File: config.mk
export PLATFORM = sky130hd
export DESIGN_NAME = master_arbiter_link
export DESIGN_NICKNAME = d
export VERILOG_FILES = /design/src/rtl/master_arbiter_link.sv
export SDC_FILE = /design/constraint.sdc
export NUM_CORES = 1
export LEC_CHECK = 0
export ABC_AREA = 1
export CAP_MARGIN = 40
export CORE_AREA = 2 2 57 59
export CTS_CLUSTER_DIAMETER = 150
export DETAILED_ROUTE_END_ITERATION = 6
export DIE_AREA = 0 0 59 61
export HOLD_SLACK_MARGIN = 0.05
export PLACE_DENSITY = 0.76
export SYNTH_ARGS = -nofsm -noshare
export SYNTH_HDL_FRONTEND = slang
export SYNTH_SLANG_ARGS = --single-unit
File: constraint.sdc
create_clock -name clk -period 1.7 [get_ports clk]
set_input_delay 0.425 -clock clk [delete_from_list [all_inputs] [get_ports clk]]
set_output_delay 0.425 -clock clk [all_outputs]
set_load 0.05 [all_outputs]
File: src/rtl/master_arbiter_link.sv
// Master-side serial link to the bus arbiter: sends REQUEST/RELEASE command frames
// and decodes ACK/WAIT/CLEAR response frames into grant, preempt and timeout status.
module master_arbiter_link #(
    parameter int unsigned NO_SLAVES   = 3,
    parameter int unsigned S_ID_WIDTH  = 2,
    parameter int unsigned ACK_TIMEOUT = 64
) (
    input  logic                  clk,
    input  logic                  rstN,
    input  logic                  req,
    input  logic [S_ID_WIDTH-1:0] slave_id,
    input  logic                  done,
    input  logic                  arb_in,
    output logic                  arb_out,
    output logic                  granted,
    output logic                  busy,
    output logic                  preempted,
    output logic                  timeout
);

    localparam int unsigned CNT_W = $clog2(ACK_TIMEOUT);
    localparam int unsigned PAY_W = 2 + S_ID_WIDTH;
    localparam int unsigned BIT_W = $clog2(PAY_W + 1);

    localparam logic [CNT_W-1:0] CNT_MAX  = CNT_W'(ACK_TIMEOUT - 1);
    localparam logic [BIT_W-1:0] PAY_BITS = BIT_W'(PAY_W);
    localparam logic [1:0] CMD_REQ   = 2'b01;
    localparam logic [1:0] CMD_REL   = 2'b10;
    localparam logic [1:0] RSP_ACK   = 2'b11;
    localparam logic [1:0] RSP_WAIT  = 2'b01;
    localparam logic [1:0] RSP_CLEAR = 2'b00;

    if (2 ** S_ID_WIDTH <= NO_SLAVES) begin : g_cfg_err
        $error("S_ID_WIDTH too narrow to address NO_SLAVES");
    end

    typedef enum logic [2:0] {
        S_IDLE, S_SEND_REQ, S_WAIT_ACK, S_GRANTED, S_SEND_REL
    } state_t;

    state_t                r_state;
    logic [S_ID_WIDTH-1:0] r_id;
    logic [PAY_W-1:0]      r_tx_sh;
    logic [BIT_W-1:0]      r_tx_left;
    logic [1:0]            r_rx_cnt;
    logic                  r_rsp_hi;
    logic [CNT_W-1:0]      r_to_cnt;
    logic                  r_done_pend;
    logic                  r_arb_out;
    logic                  r_granted;
    logic                  r_busy;
    logic                  r_preempted;
    logic                  r_timeout;

    logic       w_rx_active;
    logic       w_rx_done;
    logic [1:0] w_rsp;
    logic       w_done_req;

    assign w_rx_active = (r_state == S_WAIT_ACK) || (r_state == S_GRANTED);
    assign w_rx_done   = w_rx_active && (r_rx_cnt == 2'd2);
    assign w_rsp       = {r_rsp_hi, arb_in};
    assign w_done_req  = done | r_done_pend;

    assign arb_out   = r_arb_out;
    assign granted   = r_granted;
    assign busy      = r_busy;
    assign preempted = r_preempted;
    assign timeout   = r_timeout;

    always_ff @(posedge clk or negedge rstN) begin
        if (!rstN) begin
            r_state     <= S_IDLE;
            r_id        <= '0;
            r_tx_sh     <= '0;
            r_tx_left   <= '0;
            r_rx_cnt    <= '0;
            r_rsp_hi    <= 1'b0;
            r_to_cnt    <= '0;
            r_done_pend <= 1'b0;
            r_arb_out   <= 1'b0;
            r_granted   <= 1'b0;
            r_busy      <= 1'b0;
            r_preempted <= 1'b0;
            r_timeout   <= 1'b0;
        end else begin
            r_preempted <= 1'b0;
            r_timeout   <= 1'b0;

            // Response receiver: start bit, then two payload bits.
            if (!w_rx_active) begin
                r_rx_cnt <= 2'd0;
            end else begin
                case (r_rx_cnt)
                    2'd0:    if (arb_in) r_rx_cnt <= 2'd1;
                    2'd1: begin
                        r_rsp_hi <= arb_in;
                        r_rx_cnt <= 2'd2;
                    end
                    default: r_rx_cnt <= 2'd0;
                endcase
            end

            case (r_state)
                S_IDLE: begin
                    if (req) begin
                        r_id      <= slave_id;
                        r_arb_out <= 1'b1;
                        r_tx_sh   <= {CMD_REQ, slave_id};
                        r_tx_left <= PAY_BITS;
                        r_busy    <= 1'b1;
                        r_state   <= S_SEND_REQ;
                    end
                end
                S_SEND_REQ, S_SEND_REL: begin
                    if (r_tx_left != '0) begin
                        r_arb_out <= r_tx_sh[PAY_W-1];
                        r_tx_sh   <= {r_tx_sh[PAY_W-2:0], 1'b0};
                        r_tx_left <= r_tx_left - BIT_W'(1);
                    end else begin
                        r_arb_out <= 1'b0;
                        r_to_cnt  <= '0;
                        if (r_state == S_SEND_REQ) begin
                            r_state <= S_WAIT_ACK;
                        end else begin
                            r_busy  <= 1'b0;
                            r_state <= S_IDLE;
                        end
                    end
                end
                S_WAIT_ACK: begin
                    if (w_rx_done) begin
                        if (w_rsp == RSP_ACK) begin
                            r_granted <= 1'b1;
                            r_state   <= S_GRANTED;
                        end else if (w_rsp == RSP_WAIT) begin
                            r_to_cnt <= '0;
                        end
                    end else if ((r_rx_cnt == 2'd0) && !arb_in) begin
                        if (r_to_cnt == CNT_MAX) begin
                            r_timeout <= 1'b1;
                            r_arb_out <= 1'b1;
                            r_tx_sh   <= {CMD_REL, r_id};
                            r_tx_left <= PAY_BITS;
                            r_state   <= S_SEND_REL;
                        end else begin
                            r_to_cnt <= r_to_cnt + CNT_W'(1);
                        end
                    end
                end
                S_GRANTED: begin
                    // A release arriving mid-payload waits for the frame to finish.
                    if (w_done_req && (r_rx_cnt == 2'd1)) begin
                        r_done_pend <= 1'b1;
                    end else if (w_done_req) begin
                        r_done_pend <= 1'b0;
                        r_granted   <= 1'b0;
                        r_arb_out   <= 1'b1;
                        r_tx_sh     <= {CMD_REL, r_id};
                        r_tx_left   <= PAY_BITS;
                        r_state     <= S_SEND_REL;
                    end else if (w_rx_done && (w_rsp == RSP_CLEAR)) begin
                        r_granted   <= 1'b0;
                        r_preempted <= 1'b1;
                        r_to_cnt    <= '0;
                        r_state     <= S_WAIT_ACK;
                    end
                end
                default: r_state <= S_IDLE;
            endcase
        end
    end

endmodule

==> results.md <==
* CTS max path bufs at 2
* First-pass GRT wire length at 6.29 mm
* Tmin final at 1.61 ns
* #FFs+latches synth at 27
* Clock Pin Slew Worst Setup and Hold Paths at 0.15 ns
* Pre-CTS setup slack at -0.175 ns
* Gr usage total at 23.1%
* Sequential area share after synthesis at 41.7%
* Layout area overhead at 22.9%
* Root Buffer: clkbuf_4
* HP Class: in -> async
* Drt total wl at 3.64 mm
* Drt wl/cell at 12.4 µm
* Io pins at 12
* Post-Synthesis Cells at 221
* Least-Margin Pin Slew at 0.347 ns
* First drt pass iteration count at 4
* Initial antenna violation count at 0
* Setup violators final at 0
* Commonest non-fill, non-tap cell in the layout: nand2_1
* Slowest CP cell: dfrtp_1
* Syn Std Cell Area at 0.00162 mm²
* Synth cell types at 24
* PortBufs at 11
* Crit path setup slack, layout at 0.0899 ns
* Startpoint Class: flip-flop
* Logic pwr share at 59.8%
* Net Count, Synth at 231
* Hpwl dp at 2.71 mm
* Switching fraction of total power at 47.3%
* Worst r2r src: r_state[2]$_DFFE_PN0P_
* Worst reg2reg path depth at 9
* Switching Power at 1.50 mW
* Htree depth at 1
* Vias per cell at 5.20
* ANT cells at 0
* CTS Sinks at 27
* Residual DRC count at 0
* Iter 0 DRT Violations at 83
* Critical Path RT at 1.95 ns
* Remaining antenna violation count after routing at 0
* Outcome: finished clean
* Largest net degree at the start of global routing at 28
* Setup TNS at 0 ns
* Layout Nets at 271
* Clock share of power at 9.2%
* Latest clock arrival within the worst-skew pair at 0.33 ns
* Num rows at 20
* Int Power at 1.67 mW
* Via count at 1523
* Syn. warnings at 0
* FF+latch area at 677 µm²
* Most frequent CP cell: nand2_1
* Worst-path cell chain: inv_2 -> nand2_4 -> nor2_2 -> nand2_1 -> o21ai_1 -> nor2_4 -> buf_4 -> nand3_1 -> nand2_1
* Top area cells in the synthesized netlist: dfrtp_1, nand2_1, nand3_1
* Most frequent cells in the layout: nand2_1, buf_4, dfrtp_1
* Register share of total power at 31.0%
* CORE AREA at 0.00295 mm²
* Fmax at 621 MHz
* Syn Area/Cell at 7.33 µm²
* Top-area cell type share of the netlist area at 41.7%
* PwrDens at 1590 mW/mm²
* Flop2flop setup slack at 0.09 ns
* Die area at 0.00360 mm²
* Initial Util at 54.9%
* CTS buffer count at 3
* Chip height at 61 µm
* Vias in the first global route at 1443
* Max Cap Viol at 0
* Total gr overflow at 0
* Reg-to-Reg End: r_tx_sh[1]$_DFFE_PN0P_
* # fillers at 251
* WP data arrival at 1.86 ns
* Final RePlAce weighted congestion at 0.873
* Count of final max-slew check failures at 0
* Worst path max stage delay at 0.50 ns
* Post-route clock skew at 0.00250 ns
* Yosys top cell by area: dfrtp_1
* Crit path max fanout at 9
* Worst slew margin at 76.9%
* Layout cells sized above 1 at 23.8%
* Pleak at 1.04 nW
* CP endpoint kind: flip-flop
* CP Buf/Inv Count at 2
* Die width at 59 µm
* Max IR drop VDD at 1.00 mV
* Crit share post-route at 94.7%
* Critical path class: reg -> reg
* Crit path max-delay family: simple AND/OR/NAND/NOR gates
* Area of the multi-input gates at 893 µm²
* Hold Violations, Final at 0
* CTS tree: built
==> Yosys cell counts <==
library cell / n
nor3b_1: 1
nand3_2: 2
a22oi_1: 1
nand4_1: 7
xor2_1: 2
nor2_1: 23
mux2_2: 1
nor2_2: 3
inv_2: 3
a21boi_1: 1
nor2_4: 4
nand3_1: 23
ha_1: 3
nand3b_1: 1
nand2_1: 82
dfrtp_1: 27
nor2_8: 1
a21oi_1: 4
o21ai_1: 3
nor3_1: 1
o21ai_0: 4
nand2_4: 2
inv_1: 16
nand2_2: 6
==> layer usage <==
layer / track usage (%) / routed length, µm
met4: 9.42 / 60
met2: 37.0 / 1710
met3: 3.41 / 132
met5: 0 / 0
met1: 31.6 / 1740
==> area by class of cell <==
type,instances,share of cell area (%)
inverter,19,3.58
clock buffer,3,1.13
tap,33,2.07
clock inverter,1,0.377
sequential,27,34.0
timing repair buffer,35,14.0
multi-input combinational,175,44.9
==> cell families after synthesis <==
logic type	count (synthesis)	share of synthesized area, %
AOI/OAI and AO/OA	13	4.32
xor gates and xnor gates	2	1.08
adders and majority gates	3	2.32
buffers and inverters	19	4.40
DFF	27	41.7
muxes	1	0.695
and+or+nand+nor	156	45.5
==> power groups by stage <==
stage               clock [mW]  combinational (mW)  sequential, mW
detailed placement           0                1.81           0.984
global route             0.327                2.15            1.01
finish                   0.291                1.90           0.982
CTS                      0.295                1.82           0.974
floorplan                    0                1.17            1.04
global placement             0                1.78           0.984
==> registers in the layout, summed over array words and instances, names as in the netlist <==
register and cells:
r_tx_sh 4, arb_out 1, r_rx_cnt 2, granted 1, r_rsp_hi 1, busy 1, r_tx_left 3, r_done_pend 1
r_state 3, preempted 1, timeout 1, r_id 2, r_to_cnt 6
==> timing repair <==
item,in CTS,in global routing
hold buffers,0,0
pin swaps,0,2
buffers inserted,0,3
gates resized for setup,1,7
endpoints found under the setup margin,1,16
==> stage by stage <==
step	power [mW]	hold slack (ns)	util [%]	instances	instance area (µm²)
global placement	2.76	0.455	64.9	286	1920
global route	3.49	0.482	67.4	293	1990
finish	3.17	0.440	67.4	293	1990
floorplan	2.22	0.129	-	221	1620
CTS	3.09	0.457	66.0	290	1950
detailed placement	2.80	0.463	64.9	286	1920
==> how the worst max path moves through the flow <==
| stage | from | endpoint | slack (ns) | depth (start not counted) |
|---|---|---|---|---|
| 3_3_place_gp | arb_in | r_state[1]$_DFFE_PN0P_ | -0.14 | 7 |
| 5_1_grt | r_state[0]$_DFFE_PN0P_ | r_to_cnt[3]$_DFFE_PN0P_ | -0.05 | 7 |
| 2_1_floorplan | r_to_cnt[0]$_DFFE_PN0P_ | r_tx_sh[1]$_DFFE_PN0P_ | 0.25 | 10 |
| 3_5_place_dp | arb_in | r_state[1]$_DFFE_PN0P_ | -0.17 | 7 |
| 6_report | r_state[2]$_DFFE_PN0P_ | r_tx_sh[1]$_DFFE_PN0P_ | 0.09 | 9 |
| 4_1_cts | r_state[2]$_DFFE_PN0P_ | r_tx_sh[1]$_DFFE_PN0P_ | 0.02 | 9 |
Power figures use the tool's default switching activity.
